### src/rtl/switch_debouncer.sv
// Switch input conditioner: two-flop synchroniser, per-bit stability
// filter, and registered rise/fall/changed strobes.
module switch_debouncer #(
    parameter int NBITS         = 8,
    parameter int STABLE_CYCLES = 4
) (
    input  logic             clk_2,
    input  logic             reset,
    input  logic [NBITS-1:0] sw_raw,
    output logic [NBITS-1:0] sw_clean,
    output logic [NBITS-1:0] rise,
    output logic [NBITS-1:0] fall,
    output logic             changed
);

    localparam int CW = $clog2(STABLE_CYCLES + 1);
    localparam logic [CW-1:0] LAST = CW'(STABLE_CYCLES - 1);

    logic [NBITS-1:0] sync1;
    logic [NBITS-1:0] sync2;
    logic [CW-1:0]    cnt     [NBITS];
    logic [CW-1:0]    cnt_nxt [NBITS];
    logic [NBITS-1:0] clean_nxt;
    logic [NBITS-1:0] rise_nxt;
    logic [NBITS-1:0] fall_nxt;

    // Any return of sync2 to the clean level restarts the count.
    always_comb begin
        clean_nxt = sw_clean;
        rise_nxt  = '0;
        fall_nxt  = '0;
        for (int i = 0; i < NBITS; i++) begin
            cnt_nxt[i] = '0;
            if (sync2[i] != sw_clean[i]) begin
                if (cnt[i] == LAST) begin
                    clean_nxt[i] = sync2[i];
                    rise_nxt[i]  = sync2[i];
                    fall_nxt[i]  = ~sync2[i];
                end else begin
                    cnt_nxt[i] = cnt[i] + CW'(1);
                end
            end
        end
    end

    always_ff @(posedge clk_2 or posedge reset) begin
        if (reset) begin
            sync1    <= '0;
            sync2    <= '0;
            sw_clean <= '0;
            rise     <= '0;
            fall     <= '0;
            changed  <= 1'b0;
            for (int i = 0; i < NBITS; i++) begin
                cnt[i] <= '0;
            end
        end else begin
            sync1    <= sw_raw;
            sync2    <= sync1;
            sw_clean <= clean_nxt;
            rise     <= rise_nxt;
            fall     <= fall_nxt;
            changed  <= |(rise_nxt | fall_nxt);
            for (int i = 0; i < NBITS; i++) begin
                cnt[i] <= cnt_nxt[i];
            end
        end
    end

endmodule

### config.mk
export PLATFORM = sky130hd
export DESIGN_NAME = switch_debouncer
export DESIGN_NICKNAME = d
export VERILOG_FILES = /design/src/rtl/switch_debouncer.sv
export SDC_FILE = /design/constraint.sdc
export NUM_CORES = 1
export LEC_CHECK = 0
export CORE_ASPECT_RATIO = 1.4
export CORE_MARGIN = 1
export CORE_UTILIZATION = 30
export CTS_CLUSTER_DIAMETER = 80
export DETAILED_ROUTE_END_ITERATION = 7
export GPL_TIMING_DRIVEN = 0
export PLACE_DENSITY_LB_ADDON = 0.1
export SKIP_LAST_GASP = 1
export SYNTH_ARGS = -nofsm -noshare
export SYNTH_HDL_FRONTEND = slang
export SYNTH_SLANG_ARGS = --single-unit
### constraint.sdc
create_clock -name clk_2 -period 3.4 [get_ports clk_2]
set_input_delay 0.68 -clock clk_2 [delete_from_list [all_inputs] [get_ports clk_2]]
set_output_delay 0.68 -clock clk_2 [all_outputs]
set_load 0.01 [all_outputs]
==> Word level (Yosys, flattened, before mapping) <==
Index checks and enable logic that the tools add are counted.
{ "totals": {"register_bits": 65, "out_inout_bits": 25, "wordCells": 111} }
{ "classes": {"add_sub_neg": 8, "eq_ne": 16, "muxes": 48, "bitwise": 9, "reduce_logical": 9} }
{ "op_table": {"columns": ["op", "n"], "rows": [
  ["two-way mux 3 bit", 16],
  ["two-way mux 1 bit", 32],
  ["adder 3 x 1 -> 3 bit, second input constant", 8],
  ["equality test 3 x 2 -> 1 bit, second input constant", 8],
  ["AND reduction 2 bit", 8],
  ["!= test 1 bit", 8],
  ["NOT 1 bit", 8],
  ["bitwise OR 8 bit", 1],
  ["OR reduction 8 bit", 1]
]} }

==> Longest topological paths before layout <==
Gate-level depths: netlist (run 1).
{ "logic_depth": {"ltp_word": 5, "mapped_depth": 4, "mapped_depth_nobuf": 4} }

==> Least setup slack after synthesis (run 1) <==
Ideal clock, no wire load.
{ "synth_timing": {"path_type": "register -> register", "from": "register cnt[6] (netlist name)", "to": "register changed", "setup_time_ns": 0.138, "arrival_time_ns": 1.120, "required_ns": 3.262, "path_slack_ns": 2.142, "stages_incl_launch_ff": 5, "period_less_slack_ns": 1.258, "path_cell_list": "dfrtp_1 ha_1 and4bb_4 nor4_2 nand4_1"} }
{ "synth_between": {"elab_chain_len": 5, "elab_cells_between_ends": 7} }
{ "synth_lines": {"columns": ["element", "line", "text"], "rows": [
  ["start: declaration", "21", "logic [CW-1:0] cnt [NBITS];"],
  ["start signal: indexed assignment", "65", "cnt[i] <= cnt_nxt[i];"],
  ["equality test 3 x 2 -> 1 bit", "35", "if (cnt[i] == LAST) begin"],
  ["two-way mux 1 bit", "35", null],
  ["two-way mux 1 bit", "34", "if (sync2[i] != sw_clean[i]) begin"],
  ["named net fall_nxt[5]", "25", "logic [NBITS-1:0] fall_nxt;"],
  ["bitwise OR 8 bit", "63", "changed <= |(rise_nxt | fall_nxt);"],
  ["OR reduction 8 bit", "63", null],
  ["end signal: assignment", "63", null],
  ["end: declaration", "13", "output logic changed"]
]} }
The timed path passes the listed nets, and every way through them passes these cells.
A chain may end at the register's enable or synchronous reset.

==> Worst setup path in the final report (run 1) <==
{ "layout_timing": {"from": "register sw_clean[5]", "to": "output port sw_clean[5]"} }
{ "layout_lines": {"columns": ["element", "line", "text"], "rows": [
  ["start: declaration", "10", "output logic [NBITS-1:0] sw_clean,"],
  ["start signal: assignment", "60", "sw_clean <= clean_nxt;"]
]} }
No word-level cell between the ends.

==> results of run 1 <==
[how the worst max path moves through the flow]
stage                 from     endpoint  slack, ns  cells after the start
3_5_place_dp         reset      rise[3]       1.52                      3
6_report       sw_clean[5]  sw_clean[5]       1.40                      1
4_1_cts        sw_clean[5]  sw_clean[5]       1.36                      1
5_1_grt        sw_clean[5]  sw_clean[5]       1.33                      1
3_3_place_gp         reset      rise[3]       0.10                      2
2_1_floorplan        reset      changed       1.09                      1
[cell usage in the layout (no fill, tap or decap)]
cell                              netlist  layout
sky130_fd_sc_hd__xnor2_1                6       6
sky130_fd_sc_hd__nand2b_1               2       2
sky130_fd_sc_hd__buf_12                 0       1
sky130_fd_sc_hd__and4bb_2               6       6
sky130_fd_sc_hd__ha_1                   8       8
sky130_fd_sc_hd__nor2b_1                8       8
sky130_fd_sc_hd__and4bb_1               3       3
sky130_fd_sc_hd__clkbuf_8               0      12
sky130_fd_sc_hd__dfrtp_1               65      65
sky130_fd_sc_hd__inv_2                  0       1
sky130_fd_sc_hd__nand4_1                1       1
sky130_fd_sc_hd__nor2_1                 2       2
sky130_fd_sc_hd__nor3_1                 6       6
sky130_fd_sc_hd__and4bb_4               3       3
sky130_fd_sc_hd__bufinv_16              0       1
sky130_fd_sc_hd__and2b_1                2       2
sky130_fd_sc_hd__and3b_1                1       1
sky130_fd_sc_hd__a32oi_1                1       1
sky130_fd_sc_hd__nor3b_1               14      14
sky130_fd_sc_hd__inv_1                  2       1
sky130_fd_sc_hd__mux2_2                 8       8
sky130_fd_sc_hd__clkbuf_1               0       2
sky130_fd_sc_hd__and3_1                 2       2
sky130_fd_sc_hd__clkinv_2               0       1
sky130_fd_sc_hd__xor2_1                 2       2
sky130_fd_sc_hd__clkdlybuf4s50_1        0      34
sky130_fd_sc_hd__nor4_2                 3       3
sky130_fd_sc_hd__nand2_1                2       2
[layout make-up]
type | count | area share, %
clock buffers | 14 | 5.67
clock inverters | 2 | 1.15
inverters | 2 | 0.246
multi-input cells | 80 | 23.7
flip-flops and latches | 65 | 53.4
well taps | 97 | 3.98
repair buffers | 35 | 11.8
[kinds of logic after synthesis]
family          count (synthesis)
compound gates                  1
xor+xnor                        8
fa+ha+maj                       8
buf+inv                         2
flops                          65
mux                             8
simple gates                   55
[per-layer routing]
layer  share of wire (%)  wire length (µm)
met5                   0                 0
met4                 2.4                92
met3                 4.3               165
met2                  54              2040
met1                  40              1510
[flip-flops by register name, summed over array words and instances (netlist names)]
| name | count |
|---|---|
| sync1 | 8 |
| rise | 8 |
| sync2 | 8 |
| changed | 1 |
| cnt | 24 |
| sw_clean | 8 |
| fall | 8 |
[power breakdown]
group          switching [mW]  internal, mW  leakage (nW)
Combinational           0.217         0.304         0.432
Sequential              0.109         0.925         0.836
Clock                   0.264         0.398         0.107
==> results, run 1 <==
- The run finished with clean final reports.
- The flip-flop and latch count after synthesis is 65.
- Dividing the detail-routed via count by the number of cells gives approximately 4.5.
- The basic-gate share of the synthesized area counting and, or, nand and nor cells is between 10% and 20%.
- The peak ir drop on the vdd network is ~0.29 mV.
- The critical-path cell with the highest stage delay is sky130_fd_sc_hd__clkdlybuf4s50_1.
- The average detailed-routed wire length per instance is ~13 µm.
- Setup repair after global routing left no endpoint under its margin.
- The mux contribution to synthesized area is approximately 3.8%.
- In the synthesized netlist the dominant register cell turns out to be sky130_fd_sc_hd__dfrtp_1.
- For the worst setup path, the data required time is 2.72 ns.
- The max-slew violation count is 0.
- The count of buffers added on input and output ports is 34.
- The buffer cell driving the clock tree root is sky130_fd_sc_hd__clkbuf_8.
- The capturing point of the worst reg2reg path is changed.
- Summing over every cut layer, the via total after detailed routing is about 1300.
- Yosys instantiated no cell more often than sky130_fd_sc_hd__dfrtp_1.
- The startpoint identified for the worst hold timing path is sync1[2].
- The max-slew headroom at the worst pin is a little under half.
- Summing the areas of all xor and xnor instances in the mapped netlist gives under 10% of the synthesized area.
- For the worst-skew pair, the clock arrives at the later sink with an insertion delay of ~0.33 ns.
- The violation count after the first detailed-routing iteration is 42.
- The post-synth net total is 165.
- The ratio of final minimum period to clock period is between 50% and 60%.
- Once layout is done, the placed cells without fillers occupy 0.00305 mm².
- The smallest hold slack is 0.348 ns.
- The family with the most delay on the worst path is buffers and inverters.
- STA classifies the critical path endpoint as an output port.
- The maximum number of pins on one net before global-route repair is 40.
- The width of the die is between 70 and 80 µm.
- Across the whole layout, storage elements account for between 0.0015 and 0.002 mm².
- The worst hold path class is reg2reg.
- The post-placement cell count is between 200 and 300.
- met2 is the most crowded layer.
- In this run the mean area of a mapped cell was 16.0 µm².
- The number of antenna violations at the first check in global routing came to 0.
- The startpoint type of the worst setup path is a flip-flop.
- The count of flip-flops with a built-in enable after synthesis is 0.
- Counting flops with an async set or reset pin after synthesis yields a share of 100%.
- Counting cells, the worst reg-to-reg path comes to 4.
- The library cell with the largest summed area after synthesis is sky130_fd_sc_hd__dfrtp_1.
- The maximum achievable frequency is 500 MHz.
- Of the cells placed in the final design, the portion with a size suffix greater than 1 is around 18%.
- The count of fill cells added during filler insertion is around 700.
- The total number of nets in the final design is ~210.
- Summing all multi-input logic gate instances after layout gives 723 µm².
- The number of hold-slack violations in the final timing report came to 0.
- The area share of fa/ha/maj cells after synthesis is around 4.2%.
- During I/O placement, the number of pins put on the boundary was 35.
- The number of rows created at floorplan is 37.
- In this design, the stage delay of the slowest critical-path cell is between 0.5 and 0.6 ns.
- The die is between 100 and 150 µm tall.
- The critical-path maximum fanout is 5.
- The clock input transition at the sequential cells of the worst setup and hold paths is around 0.060 ns.
- The number of iterations in the first detailed-routing pass is 4.
- Yosys attributes the largest share of cell area to sky130_fd_sc_hd__dfrtp_1, sky130_fd_sc_hd__nor3b_1, sky130_fd_sc_hd__ha_1.
- The total of cells resized after clock tree synthesis is 0.
- TritonCTS built the clock tree.
- STA puts the critical path data arrival time at 1.32 ns.
- The worst setup path category is reg2out.
- After global routing the overflow that remains totals 0.
- During synthesis, Yosys emitted a total of 0 warnings.
- Adding up every negative setup slack in the final design gives 0 ns.
- The floorplan core area is between 0.007 and 0.008 mm².
- Routability-driven placement finished with a final weighted congestion of between 0.7 and 0.8.
- The H-tree depth reported by CTS is 3.
- The met3 track utilization from global routing is around 3.4%.
- For hold timing, the worst endpoint is sync2[2].
- In this run the static leakage power is roughly 1.4 nW.
- The met2 usage in global routing is between 10% and 20%.
- The post-synthesis cell area is about 0.0024 mm².
- The count of nets left with antenna violations once routing finished came out at 0.
- The first global-routing pass estimated about 6600 µm of wire.
- The setup-violating endpoint count in the final report is 0.
- The post-detailed-routing wire length is 3800 µm.
- The count of hold-fix buffers inserted at cts is 0.
- The critical path goes through clkdlybuf4s50_1.
- By area, the combinational part of the netlist is dominated by simple AND/OR/NAND/NOR gates.
- The instance count of the mapped netlist is 147.
- Before CTS, the worst setup slack after placement is about 1.5 ns.
- Max-cap violations in this run came to 0.
- The power after layout is approximately 2.2 mW.
- Once layout is complete, the utilization of the core stands at 40.6%.
- The initial core utilization is between 30% and 40%.
- The share of the synthesized area in compound gates (AO/OA/AOI/OAI) is less than 1%.
- The setup check on the worst reg-to-reg path leaves a slack of 1.94 ns.
- The clock net in this run drives a total of 65 sinks.
- The number of distinct library cell variants in the gate-level netlist after synthesis is 21.
- The number of buffers inserted during clock tree synthesis is 9.
- The placed instances occupy a cell area of 0.00284 mm².
- The count of buffers added by post-CTS timing repair for setup is 0.
- The worst hold path cell count is 0.
- The half-perimeter wire length of the detailed placement result is around 2800 µm.
- The number of buffers and inverters on the critical path is 1.
- The total power per unit cell area is 728 mW/mm².
- The commonest cells after synthesis are sky130_fd_sc_hd__dfrtp_1, sky130_fd_sc_hd__nor3b_1, sky130_fd_sc_hd__ha_1, sky130_fd_sc_hd__mux2_2, sky130_fd_sc_hd__nor2b_1.
- The time the final worst path needs with I/O delays and setup is between 1.5 and 2 ns.
- Setup slack on the critical path of the routed design comes to between 1 and 1.5 ns.
- The part of the Yosys area used for sequential elements is 69.0%.
- The synthesized design devotes to its leading area cell type 69.0% of total area.
- The repair_antennas step left the layout with diodes totalling 0.
- Across the routed clock network, the largest skew measured is around 0.0044 ns.
- The via count of the first global-routing pass is 1448.
- The largest buffer count on any clock path is 2.
- The fraction of met1 tracks used by global routing is between 10% and 20%.
- For the pin with the worst max-slew slack, the measured transition is approximately 0.8 ns.
- The die area is 0.00822 mm².
- Across every metal layer, demand over resource in global routing totals between 10% and 20%.
- The number of DRC violations after detailed routing is 0.
- Compared with the post-synthesis result, the final layout area differs by 29.2%.
- The final non-filler cell total is around 300.
- The worst flop-to-flop path startpoint is cnt[15].
No activity file was read; power rests on OpenSTA's default activity.
==> run 2: changes to the inputs <==
Clock period 3.4 ns to 2 ns, I/O delays scaled along.
==> results, run 2 (synthesis results as in run 1) <==
- The number of rows created at floorplan is 37 (unchanged).
- The flow ran to the end, and the final reports show no timing, DRC or antenna violations.
- The total number of clock tree sinks is 65 (unchanged).
- The required time reported for the critical path endpoint is 1.60 ns (-1.12 ns).
- The first-pass GRT wire length is 6930 µm (+4.4%).
- The count of input and output buffers is 34 (unchanged).
- The internal cell power was 2.53 mW (+55%).
- The power share of the sequential group is 50.0% (+3.4 points).
- Leaving out fill and tap cells, the most frequent cell in the layout is sky130_fd_sc_hd__dfrtp_1.
- The aggregate global-route resource usage is 11.4% (+0.52 points).
- The maximum number of pins on one net before global-route repair is 66 (+65%).
- The delay of the slowest cell on the worst path was 0.57 ns (about the same).
- The switching part of the total is 28.3% (+1.7 points).
- The maximum achievable frequency is 577 MHz.
- The root buffer cell chosen for the clock tree is sky130_fd_sc_hd__clkbuf_8.
- The number of buffers inserted during clock tree synthesis was 9 (unchanged).
- The remaining antenna violation count after routing is 0 (unchanged).
- The number of cells on the critical path is 1 (unchanged).
- The fraction of final layout cells with drive strength greater than 1 is 16.3% (-1.9 points).
- The number of cells traversed by the worst register-to-register path is 4 (unchanged).
- Compared with the post-synthesis result, the final layout area differs by 26.7%.
- The number of DRC violations after detailed routing was 0 (unchanged).
- The startpoint type of the worst setup path is a flip-flop.
- The via count is 1341 (+1.6%).
- The peak ir drop on the vdd network is 0.412 mV (+43%).
- The clock input transition at the sequential cells of the worst setup and hold paths is 0.06 ns (about the same).
- The largest buffer count on any clock path is 2 (unchanged).
- The number of antenna violations at the first check in global routing came to 0 (unchanged).
- The final non-filler cell total is 293 (-0.68%).
- The post-placement cell count came to 278 (-0.36%).
- The signal on the critical path passes through clkdlybuf4s50_1.
- The buffer and inverter count on the worst path is 1 (unchanged).
- The power share of the clock group is 24.7% (-5.2 points).
- Dividing the final minimum period by the clock period gives between 80% and 90%.
- Ranked by flip-flop count, first place goes to cnt.
- The setup-violating endpoint count in the final report is 0 (unchanged).
- The clock latency reported for the late side of the worst-skew pair is 0.33 ns (about the same).
- The via count of the first global-routing pass is 1468 (+1.4%).
- The post-route setup TNS is 0 ns (unchanged).
- The worst hold path cell count is 0 (unchanged).
- The final estimated routing congestion in global placement is 0.736 (+1.2%).
- The share of the core filled with cells in the final layout came to 39.8% (-0.80 points).
- The reported leakage power came to 1.34 nW (-2.7%).
- The part of the total power dissipated in combinational logic is 25.3% (+1.8 points).
- Setup repair after global routing left no endpoint under its margin.
- The floorplan core area is 0.00750 mm² (unchanged).
- The average detailed-routed wire length per instance came to 13.6 µm (+5.4%).
- The time the final worst path needs with I/O delays and setup is about 1.7 ns.
- The die area is 0.00822 mm² (unchanged).
- The max-slew violation count is 0 (unchanged).
- The via density per instance came to 4.58 (+2.3%).
- The post-detailed-routing wire length is 3980 µm (+4.7%).
- The arrival time at the worst endpoint was 1.33 ns (about the same).
- The tightest min-delay check is of the reg2reg type.
- The number of iterations in the first detailed-routing pass came to 4 (unchanged).
- The smallest hold slack is 0.348 ns (+0.000167 ns).
- The slew at the pin closest to its max-slew limit came to 0.697 ns (-0.114 ns).
- The total power per unit cell area is 1180 mW/mm² (+62%).
- The power after layout is 3.52 mW (+59%).
- In the layout the commonest cells are sky130_fd_sc_hd__dfrtp_1, sky130_fd_sc_hd__clkdlybuf4s50_1, sky130_fd_sc_hd__nor3b_1, sky130_fd_sc_hd__clkbuf_8.
- The family with the most delay on the worst path is buffers and inverters.
- The die span in y was 107 µm (unchanged).
- The total of cells resized after clock tree synthesis is 0 (unchanged).
- The count of buffers added by post-CTS timing repair for setup is 0 (unchanged).
- The half-perimeter wire length of the detailed placement result is 2760 µm (+0.46%).
- The remaining global-route overflow is 0 (unchanged).
- The total number of nets in the final design came to 211 (unchanged).
- The critical-path cell with the highest stage delay is sky130_fd_sc_hd__clkdlybuf4s50_1.
- The violation count after the first detailed-routing iteration came to 49 (+17%).
- The top-level port count is 35 (unchanged).
- The initial core utilization is 31.4% (unchanged).
- The critical-path maximum fanout is 5 (unchanged).
- The antenna diode count was 0 (unchanged).
- TritonCTS built the clock tree.
- The H-tree depth reported by CTS is 3 (unchanged).
- The max-slew headroom at the worst pin was 53.4% (+7.6 points).
- The power spent charging and discharging nets is 998 µW (+69%).
- The max-cap check violation count is 0 (unchanged).
- The count of hold-fix buffers inserted at cts was 0 (unchanged).
- The width of the die is 76.9 µm (unchanged).
- STA classifies the critical path endpoint as an output port.
- The worst setup path category is reg2out.
- The worst-case clock skew is 0.00535 ns (+0.000938 ns).
- The number of hold-slack violations in the final timing report is 0 (unchanged).
- The number of flip-flops in the largest register came to 24 (unchanged).
## run 2: cell count changes in the layout (fill, tap and decap cells not counted), sizes merged
cell | previous run | this run
inv | 2 | 1
bufinv | 1 | 0
clkbuf | 14 | 13
clkinvlp | 0 | 1
## run 2: final timing paths
| kind | start | endpoint | slack [ns] |
|---|---|---|---|
| setup / recovery | sw_clean[5] | sw_clean[5] | 0.27 |
| hold / removal | sync1[4] | sync2[4] | 0.35 |
| setup reg to reg | cnt[15] | changed | 0.53 |
| hold reg to reg | sync1[4] | sync2[4] | 0.35 |
| max in group asynchronous | reset | cnt[19] | 0.86 |
| min in group asynchronous | reset | cnt[2] | 0.54 |
## run 2: layout make-up
class                      count  area, µm²
clock buffer                  13        139
fill                         713       4510
tap                           97        121
clock inverter                 1       5.00
multi-input combinational     80        723
inverter                       2       11.3
timing repair buffer          35        360
sequential                    65       1630
## run 2: per-stage QoR
stage	setup WS (ns)	instance area (µm²)
3_5_place_dp	0.0226	2820
4_1_cts	0.226	2970
5_1_grt	0.201	2990
3_3_place_gp	0.138	2820
6_report	0.266	2990
2_1_floorplan	0.742	2360
## run 2: power by group through the flow
stage	Clock [mW]	Combinational [mW]	Sequential [mW]
floorplan	0	0.500	1.80
global placement	0	0.864	1.77
detailed placement	0	0.908	1.79
CTS	0.911	0.914	1.77
global route	0.972	1.01	1.80
finish	0.870	0.893	1.76
## run 2: per-layer routing
| metal | wire length (µm) | up-vias | global-route usage (%) |
|---|---|---|---|
| li1 | - | 615 | - |
| met1 | 1560 | 681 | 11.5 |
| met2 | 2130 | 36 | 19.1 |
| met3 | 191 | 9 | 4.09 |
| met4 | 99 | 0 | 8.24 |
| met5 | 0 | - | 0 |
==> run 3: changes to the inputs <==
Settings changed: PLACE_DENSITY_LB_ADDON 0.1 to 0.08.
==> results, run 3 (synthesis results as in run 1) <==
- The flow ran to the end, and the final reports show no timing, DRC or antenna violations.
- The worst register-to-register path ends at changed.
- The count of input and output buffers is 34 (unchanged).
- The worst hold path cell count is 0 (unchanged).
- The critical-path cell with the highest stage delay is sky130_fd_sc_hd__clkdlybuf4s50_1.
- The launching element of the worst setup path is sw_clean[2].
- The worst slack after detailed placement was 0.0453 ns (+0.0227 ns).
- The area growth from synthesis to layout is 30.2%.
- The top cell types in the final layout, fill and taps aside, are sky130_fd_sc_hd__dfrtp_1, sky130_fd_sc_hd__clkdlybuf4s50_1, sky130_fd_sc_hd__nor3b_1, sky130_fd_sc_hd__clkbuf_8.
- The total number of nets in the final design is 211 (unchanged).
- The max-slew headroom at the worst pin came to 66.0% (+13 points).
- The setup slack of the critical path after layout came to 0.280 ns (+0.0136 ns).
- The count of hold-fix buffers inserted at cts came to 0 (unchanged).
- The count of buffers added by post-CTS timing repair for setup is 0 (unchanged).
- The max-slew violation count is 0 (unchanged).
- The startpoint type of the worst setup path is a flip-flop.
- The number of antenna violations at the first check in global routing was 0 (unchanged).
- The min-delay analysis places its worst path in the category reg2reg.
- The critical-path maximum fanout is 5 (unchanged).
- The first-pass GRT wire length came to 6820 µm (-1.6%).
- The number of cells traversed by the worst register-to-register path is 4 (unchanged).
- On the critical path the largest part of the delay comes from buffers and inverters.
- The average detailed-routed wire length per instance came to 13.2 µm (-2.8%).
- The startpoint identified for the worst register-to-register timing path is cnt[15].
- The arrival time at the worst endpoint is 1.32 ns (about the same).
- The register with the highest flop count is cnt.
- The number of DRC violations after detailed routing is 0 (unchanged).
- The half-perimeter wire length of the detailed placement result is 2660 µm (-3.9%).
- The via density per instance is 4.49 (-1.9%).
- The final estimated routing congestion in global placement came to 0.733 (-0.34%).
- The largest buffer count on any clock path came to 2 (unchanged).
- The worst setup path category is reg2out.
- The top-level port count is 35 (unchanged).
- The CTS tree is yes.
- The remaining antenna violation count after routing is 0 (unchanged).
- The width of the die is 76.9 µm (unchanged).
- The worst hold path terminates at sync2[4].
- The reported leakage power is 1.38 nW (+3.2%).
- The critical path goes through clkdlybuf4s50_1.
- The ratio of final minimum period to clock period was 86.0% (-0.68 points).
- The number of buffers inserted during clock tree synthesis is 9 (unchanged).
- The library cell used most frequently in the layout, excluding fill and tap cells, is sky130_fd_sc_hd__dfrtp_1.
- The buffer cell driving the clock tree root is sky130_fd_sc_hd__clkbuf_8.
- The fraction of final layout cells with drive strength greater than 1 is 18.7% (+2.4 points).
- The power after layout is 3.86 mW (+9.5%).
- The maximum achievable frequency is 581 MHz (+0.79%).
- The number of hold-slack violations in the final timing report is 0 (unchanged).
- The post-placement cell count is 278 (unchanged).
- The total number of clock tree sinks came to 65 (unchanged).
- The area taken by multi-input logic gates is 723 µm² (unchanged).
- The time the final worst path needs with I/O delays and setup is 1.72 ns (-0.0136 ns).
- The via count came to 1324 (-1.3%).
- The slew at the pin closest to its max-slew limit is 0.509 ns (-0.188 ns).
- The number of iterations in the first detailed-routing pass was 4 (unchanged).
- The register cell area after layout came to 0.00163 mm² (unchanged).
- The via count of the first global-routing pass is 1445 (-1.6%).
- The violation count after the first detailed-routing iteration was 63 (+29%).
- The die area was 0.00822 mm² (unchanged).
- The share of the core filled with cells in the final layout came to 40.9% (+1.1 points).
- The maximum number of pins on one net before global-route repair came to 66 (unchanged).
- The post-route setup TNS was 0 ns (unchanged).
- The remaining global-route overflow was 0 (unchanged).
- The clock input transition at the sequential cells of the worst setup and hold paths was 0.07 ns (about the same).
- The smallest hold slack came to 0.352 ns (+0.00429 ns).
- The post-route standard cell area excluding fillers is 0.00307 mm² (+2.8%).
- The peak ir drop on the vdd network is 0.472 mV (+15%).
- The worst-case clock skew was 0.00706 ns (+0.00171 ns).
- The post-detailed-routing wire length is 3900 µm (-2.1%).
- The setup-violating endpoint count in the final report came to 0 (unchanged).
- The total of cells resized after clock tree synthesis is 0 (unchanged).
- The slack of the worst reg-to-reg path is 0.57 ns (+0.04 ns).
- The number of rows created at floorplan is 37 (unchanged).
- The buffer and inverter count on the worst path was 1 (unchanged).
- The standard cell area after detailed placement came to 0.00282 mm² (unchanged).
- Setup repair after global routing left no endpoint under its margin.
- The total power per unit cell area came to 1260 mW/mm² (+6.5%).
- The worst hold path begins at sync1[4].
- The floorplan core area came to 0.00750 mm² (unchanged).
- The aggregate global-route resource usage came to 11.2% (-0.12 points).
- The initial core utilization is 31.4% (unchanged).
- The count of fill cells added during filler insertion is 710 (-0.42%).
- The max-cap check violation count is 0 (unchanged).
- The clock latency reported for the late side of the worst-skew pair is 0.33 ns (about the same).
- The number of flip-flops in the largest register is 24 (unchanged).
- The required time reported for the critical path endpoint is 1.60 ns (about the same).
- The antenna diode count is 0 (unchanged).
- The H-tree depth reported by CTS is 3 (unchanged).
- The delay of the slowest cell on the worst path came to 0.57 ns (about the same).
- The kind of end point of the critical path is an output port.
- The final non-filler cell total is 295 (+0.68%).
- The die span in y is 107 µm (unchanged).
-- run 3: cell type report --
type	instances	area share, %
flip-flops and latches	65	53.0
multi-input cells	80	23.6
repair buffers	35	11.7
clock buffers	15	6.40
well taps	97	3.95
clock inverters	1	0.978
inverters	2	0.367
-- run 3: metal layers --
metal | GRT usage (%) | share of wire, % | wire length, µm | vias up
li1 | - | - | - | 613
met1 | 11.6 | 41 | 1600 | 666
met2 | 18.7 | 52 | 2040 | 32
met3 | 3.49 | 3.6 | 142 | 13
met4 | 9.07 | 3.0 | 117 | 0
met5 | 0 | 0 | 0 | -
-- run 3: how the worst max path moves through the flow --
stage             endpoint  slack (ns)  cells past startpoint
6_report       sw_clean[2]        0.28                      1
5_1_grt        sw_clean[5]        0.21                      1
4_1_cts        sw_clean[5]        0.24                      1
3_5_place_dp       cnt[21]        0.05                      2
3_3_place_gp       cnt[22]        0.13                      2
2_1_floorplan      changed        0.74                      4
-- run 3: report_power, final --
group	internal, mW	leakage [nW]	switching, mW
logic	0.519	0.427	0.375
registers	1.57	0.836	0.186
clock network	0.747	0.116	0.459
total	2.84	1.38	1.02
